### src/rtl/data_memory_access_controller.sv
// MEM-stage sequencer for the multi-cycle data memory: one req/ready handshake per access.
// Optional wait timeout with sticky mem_error when DMEM_TIMEOUT_EN is defined.
module data_memory_access_controller #(
    parameter int ADDR_WIDTH     = 32,
    parameter int DATA_WIDTH     = 32,
    parameter int TIMEOUT_CYCLES = 16
) (
    input  logic                  clock,
    input  logic                  reset,
    input  logic                  signal_read_data_memory,
    input  logic                  signal_write_data_memory,
    input  logic [ADDR_WIDTH-1:0] address,
    input  logic [DATA_WIDTH-1:0] write_data,
    input  logic                  mem_ready,
    input  logic [DATA_WIDTH-1:0] mem_read_data,
    output logic                  mem_req,
    output logic                  mem_we,
    output logic [ADDR_WIDTH-1:0] mem_address,
    output logic [DATA_WIDTH-1:0] mem_write_data,
    output logic                  stall_pipeline,
    output logic [DATA_WIDTH-1:0] out_read_data,
    output logic                  out_read_data_valid,
    output logic                  mem_error
);

    typedef enum logic [1:0] {IDLE, READ_WAIT, WRITE_WAIT, COMPLETE} state_t;

    state_t                state, state_next;
    logic                  req_next, we_next, valid_next;
    logic [ADDR_WIDTH-1:0] address_next;
    logic [DATA_WIDTH-1:0] write_data_next, read_data_next;
    logic                  waiting;

    if (TIMEOUT_CYCLES < 2 || TIMEOUT_CYCLES > 255) begin : g_bad_timeout
        $error("TIMEOUT_CYCLES must lie in 2..255");
    end

    assign waiting = (state == READ_WAIT) || (state == WRITE_WAIT);

    // Stall in the request cycle itself so EX/MEM keeps the instruction
    assign stall_pipeline = (state == IDLE && (signal_read_data_memory || signal_write_data_memory))
                            || waiting;

`ifdef DMEM_TIMEOUT_EN
    localparam logic [7:0] TIMEOUT_LAST = 8'(TIMEOUT_CYCLES - 1);

    logic [7:0] wait_count, wait_count_next;
    logic       error_next, timeout_hit;

    assign timeout_hit = waiting && !mem_ready && (wait_count == TIMEOUT_LAST);
`endif

    always_comb begin
        state_next      = state;
        req_next        = mem_req;
        we_next         = mem_we;
        address_next    = mem_address;
        write_data_next = mem_write_data;
        read_data_next  = out_read_data;
        valid_next      = 1'b0;
`ifdef DMEM_TIMEOUT_EN
        wait_count_next = wait_count;
        error_next      = mem_error;
`endif
        case (state)
            IDLE: begin
                if (signal_write_data_memory) begin
                    address_next    = address;
                    write_data_next = write_data;
                    req_next        = 1'b1;
                    we_next         = 1'b1;
                    state_next      = WRITE_WAIT;
`ifdef DMEM_TIMEOUT_EN
                    wait_count_next = '0;
`endif
                end else if (signal_read_data_memory) begin
                    address_next    = address;
                    req_next        = 1'b1;
                    we_next         = 1'b0;
                    state_next      = READ_WAIT;
`ifdef DMEM_TIMEOUT_EN
                    wait_count_next = '0;
`endif
                end
            end
            READ_WAIT, WRITE_WAIT: begin
                if (mem_ready) begin
                    req_next   = 1'b0;
                    state_next = COMPLETE;
                    if (state == READ_WAIT) begin
                        read_data_next = mem_read_data;
                        valid_next     = 1'b1;
                    end
                end
`ifdef DMEM_TIMEOUT_EN
                else if (timeout_hit) begin
                    req_next   = 1'b0;
                    error_next = 1'b1;
                    state_next = COMPLETE;
                    if (state == READ_WAIT) begin
                        read_data_next = '0;
                        valid_next     = 1'b1;
                    end
                end else begin
                    wait_count_next = wait_count + 8'd1;
                end
`endif
            end
            // rd/wr still belong to the finishing instruction here
            COMPLETE: state_next = IDLE;
            default:  state_next = IDLE;
        endcase
    end

    always_ff @(posedge clock or posedge reset) begin
        if (reset) begin
            state               <= IDLE;
            mem_req             <= 1'b0;
            mem_we              <= 1'b0;
            mem_address         <= '0;
            mem_write_data      <= '0;
            out_read_data       <= '0;
            out_read_data_valid <= 1'b0;
        end else begin
            state               <= state_next;
            mem_req             <= req_next;
            mem_we              <= we_next;
            mem_address         <= address_next;
            mem_write_data      <= write_data_next;
            out_read_data       <= read_data_next;
            out_read_data_valid <= valid_next;
        end
    end

`ifdef DMEM_TIMEOUT_EN
    always_ff @(posedge clock or posedge reset) begin
        if (reset) begin
            wait_count <= '0;
            mem_error  <= 1'b0;
        end else begin
            wait_count <= wait_count_next;
            mem_error  <= error_next;
        end
    end
`else
    assign mem_error = 1'b0;
`endif

endmodule
### config.mk
export PLATFORM = sky130hd
export DESIGN_NAME = data_memory_access_controller
export DESIGN_NICKNAME = d
export VERILOG_FILES = /design/src/rtl/data_memory_access_controller.sv
export SDC_FILE = /design/constraint.sdc
export NUM_CORES = 1
export LEC_CHECK = 0
export BUFFER_PORTS_ARGS = -buffer_cell sky130_fd_sc_hd__buf_4
export CAP_MARGIN = 20
export CORE_MARGIN = 4
export CORE_UTILIZATION = 41
export CTS_CLUSTER_DIAMETER = 150
export DETAILED_ROUTE_END_ITERATION = 6
export GPL_TIMING_DRIVEN = 0
export PLACE_DENSITY = 0.76
export RECOVER_POWER = 50
export SETUP_SLACK_MARGIN = 0.5
export SYNTH_ARGS = -nofsm -noshare
export SYNTH_HDL_FRONTEND = slang
export SYNTH_SLANG_ARGS = --single-unit
### constraint.sdc
create_clock -name clock -period 2.9 [get_ports clock]
set_input_delay 0.145 -clock clock [delete_from_list [all_inputs] [get_ports clock]]
set_output_delay 0.145 -clock clock [all_outputs]
set_load 0.02 [all_outputs]
==> reports/results.txt, run 1 <==
status: finished, final reports clean
cell-internal power: 0.00408 W
NetSw: 0.00259 W
hold path startpoint: mem_read_data[20]
Core Region: 9240 µm²
Final Hold Fails: 0
Netlist cell types: 23
unrepaired setup endpoints after global routing: false
TritonCTS clock tree: yes
Final nets: 572
hpwl dp: 7120 µm
Antenna Nets Post-Route: 0
Die X: 105 µm
initial antenna violation count: 0
clock power share: 13.8%
Port Buf Inserts: 199
clock buffer depth: 2
io pins: 202
Post-Layout Cell Count: 602
top cell type's share of synthesized area: 65.1%
Yosys reg bits: 101
Worst R2R Start: state[0]
CP endpoint kind: asynchronous set/reset pin
# diodes: 0
setup TNS: 0 ps
number of global-route vias before repair: 2969
Required @ worst endpoint: 3210 ps
Worst Hold Slack: 16.1 ps
first-pass GRT wire length: 14600 µm
Vias/cell: 4.56
commonest cells after routing, fill and taps aside: buf_4 (150), dfrtp_1 (101), mux2_2 (85), clkbuf_1 (51), dlygate4sd3_1 (18)
commonest non-fill, non-tap cell in the layout: buf_4
Crit. Startpoint: reset
post-synthesis sequential area ratio: 65.1%
max-slew violations: 0
combinational share of power: 49.0%
maximum clock frequency: 540 MHz
Residual DRC: 0
syn_nets: 342
CP startpoint kind: input pin
Worst slew margin: 28.8%
ratio of final minimum period to clock period: 63.8%
Synth Flop Type: dfrtp_1
Die Y: 105 µm
Final Critical Period: 1850 ps
overall global routing resource usage: 16.3%
crit-path max FO: 43
Synth-to-Final Area Change: 48.2%
Initial Utilization: 42.0%
Worst-Skew Late Latency: 350 ps
global route overflow: 0
final setup vio count: 0
Sw Share: 38.9%
Iter 0 DRT Violations: 61
syn avg cell area: 16.3 µm²
worst setup path category: input pin to asynchronous set/reset pin
FFs w/ async S/R, synth: 100%
number of synthesized flops with an enable pin: 0
hold crit path type: input pin to register
leakage: 2.71 nW
largest net degree at the start of global routing: 44
Power Dens Cells: 1160 nW/µm²
DRT Pass-1 Iters: 4
CTS root buffer: clkbuf_8
layout cells sized above 1: 56.2%
Synth area leaders: dfrtp_1 (65%), mux2_2 (25%), mux2_1 (3.2%), ha_1 (0.97%), buf_2 (0.90%)
vias: 2743
leading area contributor after synthesis: dfrtp_1
drt wl/cell: 15.4 µm
Tot Pwr: 0.00667 W
maximum vdd drop: 0.580 mV
Std-Cell Rows: 35
cells resized by post-CTS repair: 0
Post-Synthesis Cells: 238
Synthesis Warnings: 0
CTS H-tree lvls: 3
Routability Congestion: 0.754
DP Cell Count: 568
Max Cap Viol: 0
Num CTS Buffers: 9
Worst Tran Pin Value: 1070 ps
Reg clk slew, reported paths: 100 ps
worst path arrival time: 2160 ps
DRT Wirelength: 9270 µm
Reg power frac: 37.2%
Mapped Area: 3880 µm²
clock skew: 15.2 ps
DIE AREA: 11100 µm²
clock sinks: 101
==> kinds of logic after synthesis <==
| family | count (synthesis) | share of synthesized area [%] |
|---|---|---|
| AO/OA/AOI/OAI | 11 | 2.03 |
| adder cells (fa/ha/maj) | 3 | 0.967 |
| flip-flops | 101 | 65.1 |
| multiplexers | 96 | 27.8 |
| buffers and inverters | 18 | 2.74 |
| other | 1 | 0.0966 |
| AND/OR/NAND/NOR | 8 | 1.22 |
==> final timing paths <==
check / endpoint / slack [ps] / cells after the start
worst max-delay path: out_read_data[28] / 1050 / 4
worst min-delay path: out_read_data[20] / 20 / 2
worst max register to register: mem_address[17] / 1320 / 6
worst min register to register: mem_we / 500 / 1
max in group clock: stall_pipeline / 1060 / 7
min in group asynchronous: mem_write_data[12] / 410 / 3
==> sequential cells by signal (all words and copies together), names as in the netlist <==
signal	cells
out_read_data_valid	1
state	2
mem_address	32
mem_req	1
mem_we	1
mem_write_data	32
out_read_data	32
==> cell type report <==
| type | instances | area (µm²) |
|---|---|---|
| plain buffers | 12 | 83.8 |
| repair buffers | 219 | 1500 |
| inverters | 6 | 23.8 |
| fillers | 776 | 3490 |
| flip-flops and latches | 101 | 2530 |
| well taps | 129 | 161 |
| clock buffers | 12 | 155 |
| clock inverters | 4 | 56.3 |
| multi-input cells | 119 | 1250 |
==> layer usage <==
metal	up-vias	global-route usage [%]	share of wire [%]	wire length (µm)
met2	114	28.4	52	4820
li1	1282	-	-	-
met4	0	6.00	1.8	166
met5	-	0	0	0
met1	1334	18.7	38	3550
met3	13	5.33	8.0	743
==> metrics by stage <==
step | utilization, % | instance area, µm² | setup WS (ps)
2_1_floorplan | - | 3890 | 1450
5_1_grt | 62.3 | 5750 | 726
4_1_cts | 64.1 | 5920 | 1040
6_report | 62.3 | 5750 | 1050
3_5_place_dp | 60.4 | 5580 | 1320
3_3_place_gp | 60.0 | 5540 | 912
==> synth_stat cells, types with 2 or more instances <==
cell type    n
buf_6        3
mux2_1      11
dfrtp_1    101
o21ai_0      2
mux2_2      85
inv_1        6
a21oi_1      4
ha_1         3
buf_4        2
nand2_1      2
buf_2        7
==> power groups by stage <==
stage	Clock, W	Sequential [W]	Combinational, W
floorplan	0	0.00337	0.00117
global placement	0	0.00248	0.00351
detailed placement	0	0.00252	0.00359
CTS	0.000957	0.00249	0.00361
global route	0.00101	0.00258	0.00348
finish	0.000920	0.00248	0.00327
==> worst max-delay path: stages <==
cell and delay [ps]:
dlygate4sd3_1 530, clkbuf_4 130, clkinvlp_2 420, clkbuf_2 900
==> what timing repair did <==
action / 4_1_cts / 5_1_grt
endpoints found under the hold margin: 27 / 5
hold buffers: 13 / 5
setup buffers: 0 / 0
(Power assumes the default switching activity.)
==> run 2, diff against run 1 <==
==> constraint.sdc (replaced) <==
create_clock -name clock -period 1.7 [get_ports clock]
set_input_delay 0.085 -clock clock [delete_from_list [all_inputs] [get_ports clock]]
set_output_delay 0.085 -clock clock [all_outputs]
set_load 0.02 [all_outputs]
==> run 2 against run 1 <==
Net effect: the flow now finishes with violations (capacitance limit, slew limit); critical path type is now register to register; highest routed layer unchanged; critical endpoint is now mem_address[21]; design area up 22%; non-clock buffer count increased by 98; total power increased by 92%; combinational power is 110% higher; utilization is 14 points higher; wire length grew 29%; worst hold slack better by 48 ps; sequential share of layout area down 7.9 points; flip-flop and latch count did not move; largest power group unchanged; first-iteration DRC count up 48%; clock power grew 93%; via count increased by 17%.
==> reports/results.txt, run 2 (synthesis gave the netlist of run 1 again) <==
status: complete, but fails checks
failing checks: capacitance limit, slew limit
CP peak stage delay: 380 ps (-520 ps)
initial antenna violation count: 0 (unchanged)
hpwl dp: 7370 µm (+3.6%)
number of global-route vias before repair: 3527 (+19%)
CP endpoint kind: register
DP Cell Count: 568 (unchanged)
hold crit path type: input pin to register
Final Hold Fails: 0 (unchanged)
DIE AREA: 11100 µm² (unchanged)
Iter 0 DRT Violations: 90 (+48%)
commonest non-fill, non-tap cell in the layout: buf_4
Residual DRC: 0 (unchanged)
Post-Layout Cell Count: 699 (+16%)
Worst-Skew Late Latency: 360 ps (about the same)
CTS root buffer: clkbuf_8
DRT Pass-1 Iters: 4 (unchanged)
Worst slew margin: -4.65% (-33 points)
Die X: 105 µm (unchanged)
Std-Cell Rows: 35 (unchanged)
Tot Pwr: 0.0128 W (+92%)
TritonCTS clock tree: yes
clock skew: 17.3 ps (+2.06 ps)
global route overflow: 0 (unchanged)
# hold bufs at CTS: 96 (+83)
ratio of final minimum period to clock period: 90.4%
maximum clock frequency: 651 MHz
Routability Congestion: 0.720 (-4.5%)
# diodes: 0 (unchanged)
largest net degree at the start of global routing: 43 (-2.3%)
Vias/cell: 4.60 (+0.91%)
DRT Wirelength: 12000 µm (+29%)
Synth-to-Final Area Change: 80.9%
clock sinks: 101 (unchanged)
CP startpoint kind: register
CTS H-tree lvls: 3 (unchanged)
Antenna Nets Post-Route: 0 (unchanged)
io pins: 202 (unchanged)
unrepaired setup endpoints after global routing: true
Initial Utilization: 42.0% (unchanged)
Finished Core Util: 76.0% (+14 points)
max-slew violations: 33 (+33)
Core Region: 9240 µm² (unchanged)
clock buffer depth: 2 (unchanged)
first-pass GRT wire length: 18200 µm (+25%)
crit-path cells: inv_2, ha_4, buf_6, o21ai_4, buf_4, buf_8, mux2_2
commonest cells after routing, fill and taps aside: buf_4 (160), dfrtp_1 (101), dlygate4sd3_1 (96), mux2_2 (74), clkbuf_1 (52)
filler instances: 606 (-22%)
worst path arrival time: 1770 ps (-390 ps)
worst setup path category: register to register
layout cells sized above 1: 51.8% (-4.5 points)
Slowest-stage cell, CP: dfrtp_1
crit-path max FO: 10 (-77%)
Required @ worst endpoint: 1940 ps (-1270 ps)
final setup vio count: 0 (unchanged)
Final Critical Period: 1540 ps
Power Dens Cells: 1820 nW/µm² (+57%)
drt wl/cell: 17.1 µm (+11%)
vias: 3214 (+17%)
overall global routing resource usage: 20.7% (+4.3 points)
Die Y: 105 µm (unchanged)
Port Buf Inserts: 199 (unchanged)
Num CTS Buffers: 9 (unchanged)
Reg clk slew, reported paths: 100 ps (about the same)
Worst Tran Pin Value: 1560 ps (+493 ps)
leakage: 3.33 nW (+23%)
top flop regs: mem_address (32), mem_write_data (32), out_read_data (32)
CP delay by family, top: buffers and inverters
Final nets: 670 (+17%)
crit path buf inv count: 4 (unchanged)
maximum vdd drop: 0.892 mV (+54%)
Max Cap Viol: 1 (+1)
-- run 2: cell types whose count changed in the layout (fill, tap and decap cells not counted), sizes merged --
cell,previous run,this run
dlygate4sd3,18,96
clkinv,3,0
buf,160,179
clkinvlp,1,2
bufinv,1,3
-- run 2: timing repair --
action | in CTS | in global routing
setup buffers | 9 | 7
resized for setup | 16 | 6
endpoints found under the hold margin | 128 | 32
pin swaps | 2 | 3
gates cloned | 1 | 3
endpoints found under the setup margin | 100 | 102
-- run 2: layout make-up --
cell class / count / area (µm²) / share of cell area, %
clock inverter: 4 / 97.6 / 1.39
clock buffer: 11 / 131 / 1.87
sequential: 101 / 2530 / 36.0
buffer: 12 / 166 / 2.37
timing repair buffer: 317 / 2570 / 36.6
tap: 129 / 161 / 2.30
inverter: 6 / 23.8 / 0.338
multi-input combinational: 119 / 1350 / 19.2
-- run 2: path summary, 6_finish.rpt --
path | from | endpoint | slack [ps] | depth (start not counted)
worst max-delay path | state[1] | mem_address[21] | 160 | 7
max in group asynchronous | reset | state[0] | 560 | 4
worst max register to register | state[1] | mem_address[21] | 160 | 7
worst min register to register | mem_address[7] | mem_address[7] | 500 | 1
min in group asynchronous | reset | out_read_data[2] | 90 | 2
worst min-delay path | signal_read_data_memory | mem_we | 60 | 3
-- run 2: per-stage QoR --
stage	hold WS, ps	area (µm²)	worst slack (ps)	setup TNS (ps)
6_report	63.8	7020	164	0
3_3_place_gp	298	5650	-231	-22720
3_5_place_dp	249	5690	176	0
5_1_grt	68.8	7020	92.3	0
2_1_floorplan	217	4000	297	0
4_1_cts	-144	7050	192	0
-- run 2: per-layer routing --
metal	track usage, %	vias up	routed length [µm]
met5	0	-	0
met4	5.53	0	243
met3	6.12	17	787
met2	36.9	134	6240
met1	24.1	1583	4700
li1	-	1480	-
-- run 2: worst reg2reg max path: cells and delay by family, from the launching register on --
kind                     cells  cell delay [ps]
AO/OA/AOI/OAI                1               70
flip-flops                   1              380
adder cells (fa/ha/maj)      1              160
multiplexers                 1              340
buffers and inverters        4              470
-- run 2: where the power goes --
part / switching (W) / internal, W / total (W)
combinational: 0.00334 / 0.00337 / 0.00671
sequential: 0.000675 / 0.00364 / 0.00432
clock: 0.000808 / 0.000973 / 0.00178
total: 0.00482 / 0.00799 / 0.0128
